<file path="config.mk">
export PLATFORM = sky130hd
export DESIGN_NAME = param_memory_flat
export DESIGN_NICKNAME = d
export VERILOG_FILES = /design/src/rtl/param_memory_if.sv /design/src/rtl/param_memory.sv /design/src/flat_wrapper.sv
export SDC_FILE = /design/constraint.sdc
export NUM_CORES = 2
export LEC_CHECK = 0
export BUFFER_PORTS_ARGS = -buffer_cell sky130_fd_sc_hd__clkbuf_2
export CORE_MARGIN = 1.5
export CORE_UTILIZATION = 30
export CTS_CLUSTER_DIAMETER = 80
export DETAILED_ROUTE_END_ITERATION = 8
export PLACE_DENSITY = 0.56
export SYNTH_ARGS = -nofsm -noshare
export SYNTH_HDL_FRONTEND = slang
export SYNTH_SLANG_ARGS = --single-unit
</file>
<file path="constraint.sdc">
create_clock -name clk -period 5.9 [get_ports clk]
set_input_delay 1.18 -clock clk [delete_from_list [all_inputs] [get_ports clk]]
set_output_delay 1.18 -clock clk [all_outputs]
set_load 0.005 [all_outputs]
</file>
<file path="src/rtl/param_memory_if.sv">
// param_memory_if: request/response bus between a requester and param_memory.
interface param_memory_if #(
    parameter int DATA_WIDTH = 32,
    parameter int ADDR_WIDTH = 6
);
    logic                    rd_en;
    logic                    wr_en;
    logic [ADDR_WIDTH-1:0]   addr;
    logic [DATA_WIDTH-1:0]   wdata;
    logic [DATA_WIDTH/8-1:0] be;
    logic                    ready;
    logic                    rd_valid;
    logic [DATA_WIDTH-1:0]   rdata;
    logic                    rd_err;
    logic                    err;
    logic                    par_err;
    logic                    init_done;

    modport master (
        output rd_en, wr_en, addr, wdata, be,
        input  ready, rd_valid, rdata, rd_err, err, par_err, init_done
    );
    modport slave (
        input  rd_en, wr_en, addr, wdata, be,
        output ready, rd_valid, rdata, rd_err, err, par_err, init_done
    );
endinterface

</file>
<file path="src/rtl/param_memory.sv">
// param_memory: byte-enabled single-port memory with clear sweep after reset and pipelined reads.
// Optional per-byte even parity enabled by defining PARAM_MEMORY_PARITY_EN.
module param_memory #(
    parameter int DATA_WIDTH = 32,
    parameter int ADDR_WIDTH = 6,
    parameter int DEPTH      = 64,
    parameter int RD_LATENCY = 1
) (
    input logic          clk,
    input logic          reset,
    param_memory_if.slave bus
);
    localparam int NB = DATA_WIDTH / 8;
    localparam int L  = RD_LATENCY;
    localparam logic [ADDR_WIDTH:0]   DEPTH_W = (ADDR_WIDTH + 1)'(DEPTH);
    localparam logic [ADDR_WIDTH-1:0] LAST    = ADDR_WIDTH'(DEPTH - 1);

    typedef enum logic {INIT, IDLE} state_t;

    state_t                  state;
    logic [ADDR_WIDTH-1:0]   ptr;
    logic                    rdy;
    logic                    err_q;
    logic [DATA_WIDTH-1:0]   mem [DEPTH];
    logic                    in_range;
    logic                    rd_acc;
    logic                    wr_acc;
    logic                    perr;
    logic [DATA_WIDTH-1:0]   rd_word;
    logic [L-1:0]            v;
    logic [L-1:0]            e;
    logic [L-1:0]            p;
    logic [DATA_WIDTH-1:0]   d [L];

    assign in_range = {1'b0, bus.addr} < DEPTH_W;
    assign rd_acc   = rdy & bus.rd_en & ~bus.wr_en;
    assign wr_acc   = rdy & bus.wr_en & ~bus.rd_en & in_range;
    assign rd_word  = mem[bus.addr];

    always_ff @(posedge clk or posedge reset) begin
        if (reset) begin
            state <= INIT;
            ptr   <= '0;
            rdy   <= 1'b0;
            err_q <= 1'b0;
        end else begin
            err_q <= rdy & bus.wr_en & (bus.rd_en | ~in_range);
            if (state == INIT) begin
                ptr <= ptr + 1'b1;
                if (ptr == LAST) begin
                    state <= IDLE;
                    rdy   <= 1'b1;
                end
            end
        end
    end

    // Storage has no reset; the INIT sweep is what clears it.
    always_ff @(posedge clk) begin
        if (state == INIT)
            mem[ptr] <= '0;
        else if (wr_acc)
            for (int i = 0; i < NB; i++)
                if (bus.be[i]) mem[bus.addr][8*i +: 8] <= bus.wdata[8*i +: 8];
    end

`ifdef PARAM_MEMORY_PARITY_EN
    logic [NB-1:0] par_mem [DEPTH];
    logic [NB-1:0] wpar;
    logic [NB-1:0] rpar;

    always_comb begin
        wpar = '0;
        rpar = '0;
        for (int i = 0; i < NB; i++) begin
            wpar[i] = ^bus.wdata[8*i +: 8];
            rpar[i] = ^rd_word[8*i +: 8];
        end
    end

    assign perr = |(rpar ^ par_mem[bus.addr]);

    always_ff @(posedge clk) begin
        if (state == INIT)
            par_mem[ptr] <= '0;
        else if (wr_acc)
            for (int i = 0; i < NB; i++)
                if (bus.be[i]) par_mem[bus.addr][i] <= wpar[i];
    end
`else
    assign perr = 1'b0;
`endif

    // Stage 0 captures on the accepting edge, so data reflects writes committed before it.
    always_ff @(posedge clk or posedge reset) begin
        if (reset) begin
            v <= '0;
            e <= '0;
            p <= '0;
            for (int i = 0; i < L; i++) d[i] <= '0;
        end else begin
            v[0] <= rd_acc;
            e[0] <= rd_acc & ~in_range;
            p[0] <= rd_acc & in_range & perr;
            d[0] <= (rd_acc & in_range) ? rd_word : '0;
            for (int i = 1; i < L; i++) begin
                v[i] <= v[i-1];
                e[i] <= e[i-1];
                p[i] <= p[i-1];
                d[i] <= d[i-1];
            end
        end
    end

    assign bus.ready     = rdy;
    assign bus.init_done = rdy;
    assign bus.err       = err_q;
    assign bus.rd_valid  = v[L-1];
    assign bus.rd_err    = e[L-1];
    assign bus.par_err   = p[L-1];
    assign bus.rdata     = d[L-1];
endmodule
</file>
<file path="src/flat_wrapper.sv">
// flat-port wrapper written by rule: the top's interface ports become plain ports
module param_memory_flat 
#(
    parameter int DATA_WIDTH = 32,
    parameter int ADDR_WIDTH = 6,
    parameter int DEPTH      = 64,
    parameter int RD_LATENCY = 1
)
  (clk, reset, bus_rd_en, bus_wr_en, bus_addr, bus_wdata, bus_be, bus_ready, bus_rd_valid, bus_rdata, bus_rd_err, bus_err, bus_par_err, bus_init_done);
  param_memory_if #(.DATA_WIDTH(DATA_WIDTH), .ADDR_WIDTH(ADDR_WIDTH)) bus_i ();
  input logic clk;
  input logic reset;
  input wire logic [$bits(bus_i.rd_en)-1:0] bus_rd_en;
  input wire logic [$bits(bus_i.wr_en)-1:0] bus_wr_en;
  input wire logic [$bits(bus_i.addr)-1:0] bus_addr;
  input wire logic [$bits(bus_i.wdata)-1:0] bus_wdata;
  input wire logic [$bits(bus_i.be)-1:0] bus_be;
  output wire logic [$bits(bus_i.ready)-1:0] bus_ready;
  output wire logic [$bits(bus_i.rd_valid)-1:0] bus_rd_valid;
  output wire logic [$bits(bus_i.rdata)-1:0] bus_rdata;
  output wire logic [$bits(bus_i.rd_err)-1:0] bus_rd_err;
  output wire logic [$bits(bus_i.err)-1:0] bus_err;
  output wire logic [$bits(bus_i.par_err)-1:0] bus_par_err;
  output wire logic [$bits(bus_i.init_done)-1:0] bus_init_done;
  assign bus_i.rd_en = bus_rd_en;
  assign bus_i.wr_en = bus_wr_en;
  assign bus_i.addr = bus_addr;
  assign bus_i.wdata = bus_wdata;
  assign bus_i.be = bus_be;
  assign bus_ready = bus_i.ready;
  assign bus_rd_valid = bus_i.rd_valid;
  assign bus_rdata = bus_i.rdata;
  assign bus_rd_err = bus_i.rd_err;
  assign bus_err = bus_i.err;
  assign bus_par_err = bus_i.par_err;
  assign bus_init_done = bus_i.init_done;
  param_memory #(.DATA_WIDTH(DATA_WIDTH), .ADDR_WIDTH(ADDR_WIDTH), .DEPTH(DEPTH), .RD_LATENCY(RD_LATENCY)) u_core (.clk(clk), .reset(reset), .bus(bus_i));
endmodule
</file>
### Yosys cells after proc, flatten, opt, wreduce, memory -nomap -nowiden

Memory sizes are Yosys's and may differ from the RTL's.
Cells that the tools add are included.

* $add $sub $neg: 1
* reductions and logical operators: 2
* equal/unequal tests: 1
* mux-type cells: 23
* bitwise gates (word level): 8

Operators with widths (number)
* 32-bit two-way mux: 2
* 32-bit OR reduction: 1
* 1-bit two-way mux: 19
* 6-bit by 1-bit adder with 6-bit output, second input constant: 1
* 6-bit == test, second input constant: 1
* 6-bit two-way mux: 1
* 1-bit AND: 5
* 4-bit two-way mux: 1
* 1-bit NOT: 3
* 2-bit AND reduction: 1

* bits of input ports: 46
* memories: 1
* bits in writable memories: 2048
* flip-flop bits (word level): 42
* logic and storage cells: 42

Memory list
* u_core.mem: words 64, bits a word 32, rd ports 1, clocked after Yosys merged registers in 0, wr ports 1, RTL line param_memory.sv:24 `logic [DATA_WIDTH-1:0] mem [DEPTH];`

### Logic depth before layout (Yosys ltp)

* word-level depth: 7
* depth in mapped cells: 10

### Least setup slack after synthesis

No wires, ideal clock.

* path kind: input-to-reg
* start: input port bus_rd_en
* end: memory u_core.mem[0][10], data pin
* setup slack: 2.407 ns
* library setup time: 0.367 ns
* arrival time: 3.125 ns
* cell stages on the path: 6
* cells stage by stage: and3b_1 -> and3_1 -> buf_2 -> buf_6 -> clkbuf_1 -> and2_1

* longest elaborated chain between the ends: 7
* elaborated cells on any way between the ends: 16

Ends and longest elaborated chain
* from (decl): RTL line flat_wrapper.sv:13 `input wire logic [$bits(bus_i.rd_en)-1:0] bus_rd_en;`
* 1-bit NOT *: RTL line param_memory.sv:37 `assign wr_acc = rdy & bus.wr_en & ~bus.rd_en & in_range;`
* 1-bit AND *: RTL line param_memory.sv:37
* 1-bit two-way mux: RTL line param_memory.sv:62 `else if (wr_acc)`
* 1-bit two-way mux: RTL line param_memory.sv:60 `if (state == INIT)`
* 1-bit two-way mux (not written as such): RTL line param_memory.sv:64 `if (bus.be[i]) mem[bus.addr][8*i +: 8] <= bus.wdata[8*i +: 8];`
* 32-bit OR reduction (no source line) *
* 32-bit two-way mux (no source line) *
* to (decl): RTL line param_memory.sv:24

Every way passes the cells marked *; elsewhere a longest branch is shown, timed or not.

### Final worst setup path

* start: register u_core.rdy (netlist: u_core.bus.init_done)
* end: memory u_core.mem[9][1] (enable)

* longest elaborated chain between the ends: 7
* elaborated cells on any way between the ends: 17

Ends and longest elaborated chain
* from (decl): RTL line param_memory.sv:22 `logic rdy;`
* from (signal assigned): RTL line param_memory.sv:44 `rdy <= 1'b0;`
* from (signal assigned): RTL line param_memory.sv:52 `rdy <= 1'b1;`
* 1-bit AND * (2 in a row): RTL line param_memory.sv:37
* 1-bit two-way mux: RTL line param_memory.sv:62
* 1-bit two-way mux: RTL line param_memory.sv:60
* 1-bit two-way mux (not written as such): RTL line param_memory.sv:64
* 32-bit OR reduction (no source line)
* 6-bit two-way mux (no source line) or 4-bit two-way mux (tied branches)

Marks and branches as above.

==> run_summary.xml <==
<?xml version="1.0" encoding="UTF-8"?>
<metrics>
  <group name="run_status">
    <metric name="run_status" unit="">finished clean</metric>
  </group>
  <group name="drt">
    <metric name="detail_route.iter0.violations" unit="">4309</metric>
    <metric name="vias_per_cell" unit="">5.12</metric>
    <metric name="wl_final" unit="um">222000</metric>
    <metric name="total_number_of_vias" unit="">39700</metric>
    <metric name="post_detailed_route_drc_marker_count" unit="">0</metric>
    <metric name="wire_per_inst" unit="um">28.7</metric>
    <metric name="ant_nets" unit="">0</metric>
    <metric name="drt_pass1_iterations" unit="">5</metric>
  </group>
  <group name="clock_network">
    <metric name="clkLatencyLatePin" unit="ns">0.87</metric>
    <metric name="post_cts.resized_instances" unit="">0</metric>
    <metric name="cts_tree" unit="">yes</metric>
    <metric name="clock-sinks" unit="">2090</metric>
    <metric name="htreeDepth" unit="">4</metric>
    <metric name="cts_made_buffers" unit="">205</metric>
    <metric name="path_clk_slew" unit="ns">0.06</metric>
    <metric name="ctsHoldBuffers" unit="">0</metric>
    <metric name="cts_root_buffer" unit="">clkbuf_16</metric>
    <metric name="cts-root-to-sink-buffers" unit="">3</metric>
    <metric name="post_cts.repair.setup_buffers" unit="">0</metric>
  </group>
  <group name="worst_setup_path">
    <metric name="arrival" unit="ns">4.40</metric>
    <metric name="timing.critical_path.fanout_max" unit="">31</metric>
    <metric name="type_of_element_capturing_the_critical_path" unit="">register</metric>
    <metric name="timing.setup.critical_path_class" unit="">reg2reg</metric>
    <metric name="critPathRequiredTime" unit="ns">6.38</metric>
    <metric name="critPathLaunchType" unit="">register</metric>
  </group>
  <group name="layout">
    <metric name="final_cell_area" unit="um^2">93200</metric>
    <metric name="final_nets" unit="">4062</metric>
    <metric name="drive_gt1_share" unit="%">27.1</metric>
    <metric name="synthToLayoutAreaGrowth" unit="%">14.0</metric>
  </group>
  <group name="pwr">
    <metric name="leakage" unit="nW">23.9</metric>
    <metric name="power.switching" unit="mW">6.16</metric>
    <metric name="seq_power_share" unit="%">53.7</metric>
    <metric name="combPwrFrac" unit="%">2.3</metric>
    <metric name="clockPowerShare" unit="%">44.0</metric>
    <metric name="pwrdens" unit="nW/um^2">320</metric>
    <metric name="max-vdd-ir-drop" unit="mV">0.325</metric>
    <metric name="p_int" unit="mW">23.7</metric>
    <metric name="switching_share" unit="%">20.6</metric>
  </group>
  <group name="timing">
    <metric name="report.final.setup_viol" unit="">0</metric>
    <metric name="clock-skew-final" unit="ns">0.0301</metric>
    <metric name="final_max_slew_viol_count" unit="">0</metric>
    <metric name="min_period" unit="ns">3.92</metric>
    <metric name="worst_slew_pin_slew" unit="ns">1.05</metric>
    <metric name="fmax" unit="MHz">255</metric>
    <metric name="fin_setup_tns" unit="ns">0</metric>
    <metric name="final_hold_viol_count" unit="">0</metric>
    <metric name="worst_hold_slack" unit="ns">0.325</metric>
    <metric name="rsz0062_at_grt" unit="">false</metric>
    <metric name="max-slew-margin-rel" unit="%">29.7</metric>
    <metric name="post-route-period-util" unit="%">66.4</metric>
  </group>
  <group name="logic_synthesis">
    <metric name="async_reset_ff_share" unit="%">2.01</metric>
    <metric name="post_synth_num_cell_types" unit="">67</metric>
    <metric name="synthesis.area_per_instance" unit="um^2">21.3</metric>
    <metric name="ys_seq_area_share" unit="%">76.6</metric>
    <metric name="synth_enable_flop_cells" unit="">2048</metric>
    <metric name="synthesis.area" unit="um^2">81700</metric>
    <metric name="synth_seq_cells" unit="">2090</metric>
    <metric name="synth_warnings" unit="">0</metric>
    <metric name="post_synth_inst_count" unit="">3837</metric>
    <metric name="postSynth.topFlopCell" unit="">edfxtp_1</metric>
  </group>
  <group name="die">
    <metric name="dieArea" unit="um^2">275000</metric>
    <metric name="placement_rows" unit="">191</metric>
    <metric name="initial_core_util" unit="%">30.2</metric>
    <metric name="chipWidth" unit="um">525</metric>
    <metric name="floorplan.core_area" unit="um^2">271000</metric>
    <metric name="floorplan.io_pins" unit="">84</metric>
    <metric name="floorplan.die.height" unit="um">525</metric>
  </group>
  <group name="placement">
    <metric name="buffer_ports.inserted" unit="">81</metric>
    <metric name="dp.final_hpwl" unit="um">139000</metric>
    <metric name="place_congestion" unit="">0.859</metric>
    <metric name="postPlaceCellArea" unit="um^2">86500</metric>
  </group>
  <group name="global_routing">
    <metric name="grt_antenna_before_repair" unit="">9</metric>
    <metric name="grt_util_all_layers" unit="%">15.9</metric>
    <metric name="grt_pass1_wl" unit="um">313000</metric>
    <metric name="grt_pass1_vias" unit="">40300</metric>
    <metric name="globalRouteOverflowTotal" unit="">0</metric>
    <metric name="grt_start_max_net_pins" unit="">103</metric>
  </group>
  <group name="job">
    <metric name="drv_cap" unit="">0</metric>
  </group>
  <group name="hold_path">
    <metric name="min-delay-path-class" unit="">in2async</metric>
  </group>
</metrics>
==> flip-flops by register name, indices dropped and copies added (netlist names) <==
name and count:
u_core.bus.rdata 32, u_core.bus.err 1, u_core.mem 2048, u_core.state 1, u_core.bus.rd_valid 1, u_core.ptr 6, u_core.bus.init_done 1
==> through the flow <==
step,util [%],worst slack [ns],power [mW],instances
floorplan,-,2.41,16.8,3838
global placement,31.9,1.30,17.0,7378
detailed placement,31.9,1.29,17.0,7378
CTS,34.4,1.96,30.0,7759
global route,34.4,1.89,30.5,7759
finish,34.4,1.98,29.8,7760
==> worst max-delay path: stages, from the launching register on <==
cell,delay [ns]
dfrtp_1,0.61
and3b_1,0.31
and3_4,0.55
buf_4,0.34
mux2i_4,0.47
nand2_2,0.35
nor2_1,0.83
==> kinds of logic after synthesis <==
logic type               share of synthesized area (%)
multiplexers                                      17.0
flip-flops                                        76.6
AO/OA/AOI/OAI                                     1.93
adder cells (fa/ha/maj)                         0.0153
buffers and inverters                             1.64
XOR/XNOR                                        0.0536
other                                          0.00459
AND/OR/NAND/NOR                                   2.76
==> layout by cell type, fill, tap and decap left out, types with 16 or more instances in the layout <==
cell type  instances
a21oi_1           34
a22oi_1           34
a31oi_1           20
and2_2            30
buf_4             96
bufinv_16         18
clkbuf_1          55
clkbuf_16        205
clkbuf_2          77
clkinv_1          33
clkinv_2          32
dfrtp_1           42
edfxtp_1        2048
mux2_2            76
mux2i_1          208
mux4_2           484
nand2_1           78
nand2_2           28
nand3_1           20
nor2_1           280
o211ai_1          16
o21ai_0           31
o22ai_1           44
==> worst paths after layout <==
kind	start	endpoint	slack [ns]	depth (start not counted)
hold reg to reg	u_core.ptr[0]$_DFFE_PP0N_	u_core.ptr[0]$_DFFE_PP0N_	0.68	1
setup / recovery	u_core.bus.init_done$_DFFE_PP0P_	u_core.mem[9][1]$_DFFE_PP_	1.98	6
min in group clk	bus_wr_en	u_core.bus.err$_DFF_PP0_	0.59	2
max in group asynchronous	reset	u_core.bus.rdata[26]$_DFF_PP0_	4.41	3
hold / removal	reset	u_core.bus.rdata[16]$_DFF_PP0_	0.33	2
setup reg to reg	u_core.bus.init_done$_DFFE_PP0P_	u_core.mem[9][1]$_DFFE_PP_	1.98	6
==> power by group through the flow <==
stage / logic [mW] / registers, mW / clock network, mW
finish: 0.681 / 16.0 / 13.1
global route: 0.708 / 16.0 / 13.8
CTS: 0.689 / 16.0 / 13.3
detailed placement: 0.689 / 16.4 / 0
global placement: 0.689 / 16.4 / 0
floorplan: 0.458 / 16.4 / 0
==> layer usage <==
metal / share of wire (%) / wire (um) / track usage (%) / vias to the layer above
li1: - / - / - / 16200
met1: 42 / 92700 / 21.5 / 21600
met2: 49 / 108000 / 25.8 / 1592
met3: 6.7 / 14900 / 2.74 / 323
met4: 3.2 / 7010 / 5.18 / 2
met5: 0.0090 / 20 / 0 / -
==> cell usage after synthesis, types with 3 or more instances <==
master | number | area (um^2)
nand3b_1 | 3 | 22.5
and3_1 | 5 | 31.3
nand2b_1 | 6 | 37.5
dfrtp_1 | 42 | 1050
nor2b_1 | 7 | 43.8
o2111ai_1 | 7 | 61.3
o21ai_0 | 31 | 155
buf_8 | 5 | 75.1
buf_2 | 90 | 450
a31oi_2 | 5 | 62.6
or3_1 | 7 | 43.8
o21ai_1 | 11 | 55.1
buf_4 | 36 | 270
mux4_2 | 484 | 10900
nor2_1 | 288 | 1080
nand3_1 | 20 | 100
xnor2_1 | 3 | 26.3
o22ai_1 | 44 | 275
buf_1 | 12 | 45.0
mux2_2 | 76 | 856
a221oi_1 | 4 | 35.0
a21oi_1 | 34 | 170
o211ai_1 | 16 | 120
clkbuf_1 | 53 | 199
a31oi_1 | 20 | 125
a22oi_1 | 34 | 255
o2111a_1 | 3 | 33.8
mux2i_1 | 208 | 2080
nor4b_1 | 3 | 26.3
nand2_2 | 28 | 175
nand4_1 | 4 | 25.0
nand2_1 | 78 | 293
mux2i_4 | 4 | 90.1
inv_1 | 4 | 15.0
nor3_1 | 13 | 65.1
and2_1 | 33 | 206
edfxtp_1 | 2048 | 61500
buf_6 | 25 | 282
==> cell type report <==
cell class              instances  area, um^2
well taps                    3570        4470
clock buffers                 274        5530
repair buffers                191        1440
fillers                     25100      178000
multi-input cells            1522       18000
inverters                       5        20.0
diodes                          1        2.50
clock inverters               107        1190
flip-flops and latches       2090       62600
No activity file was read; power rests on OpenSTA's default activity.
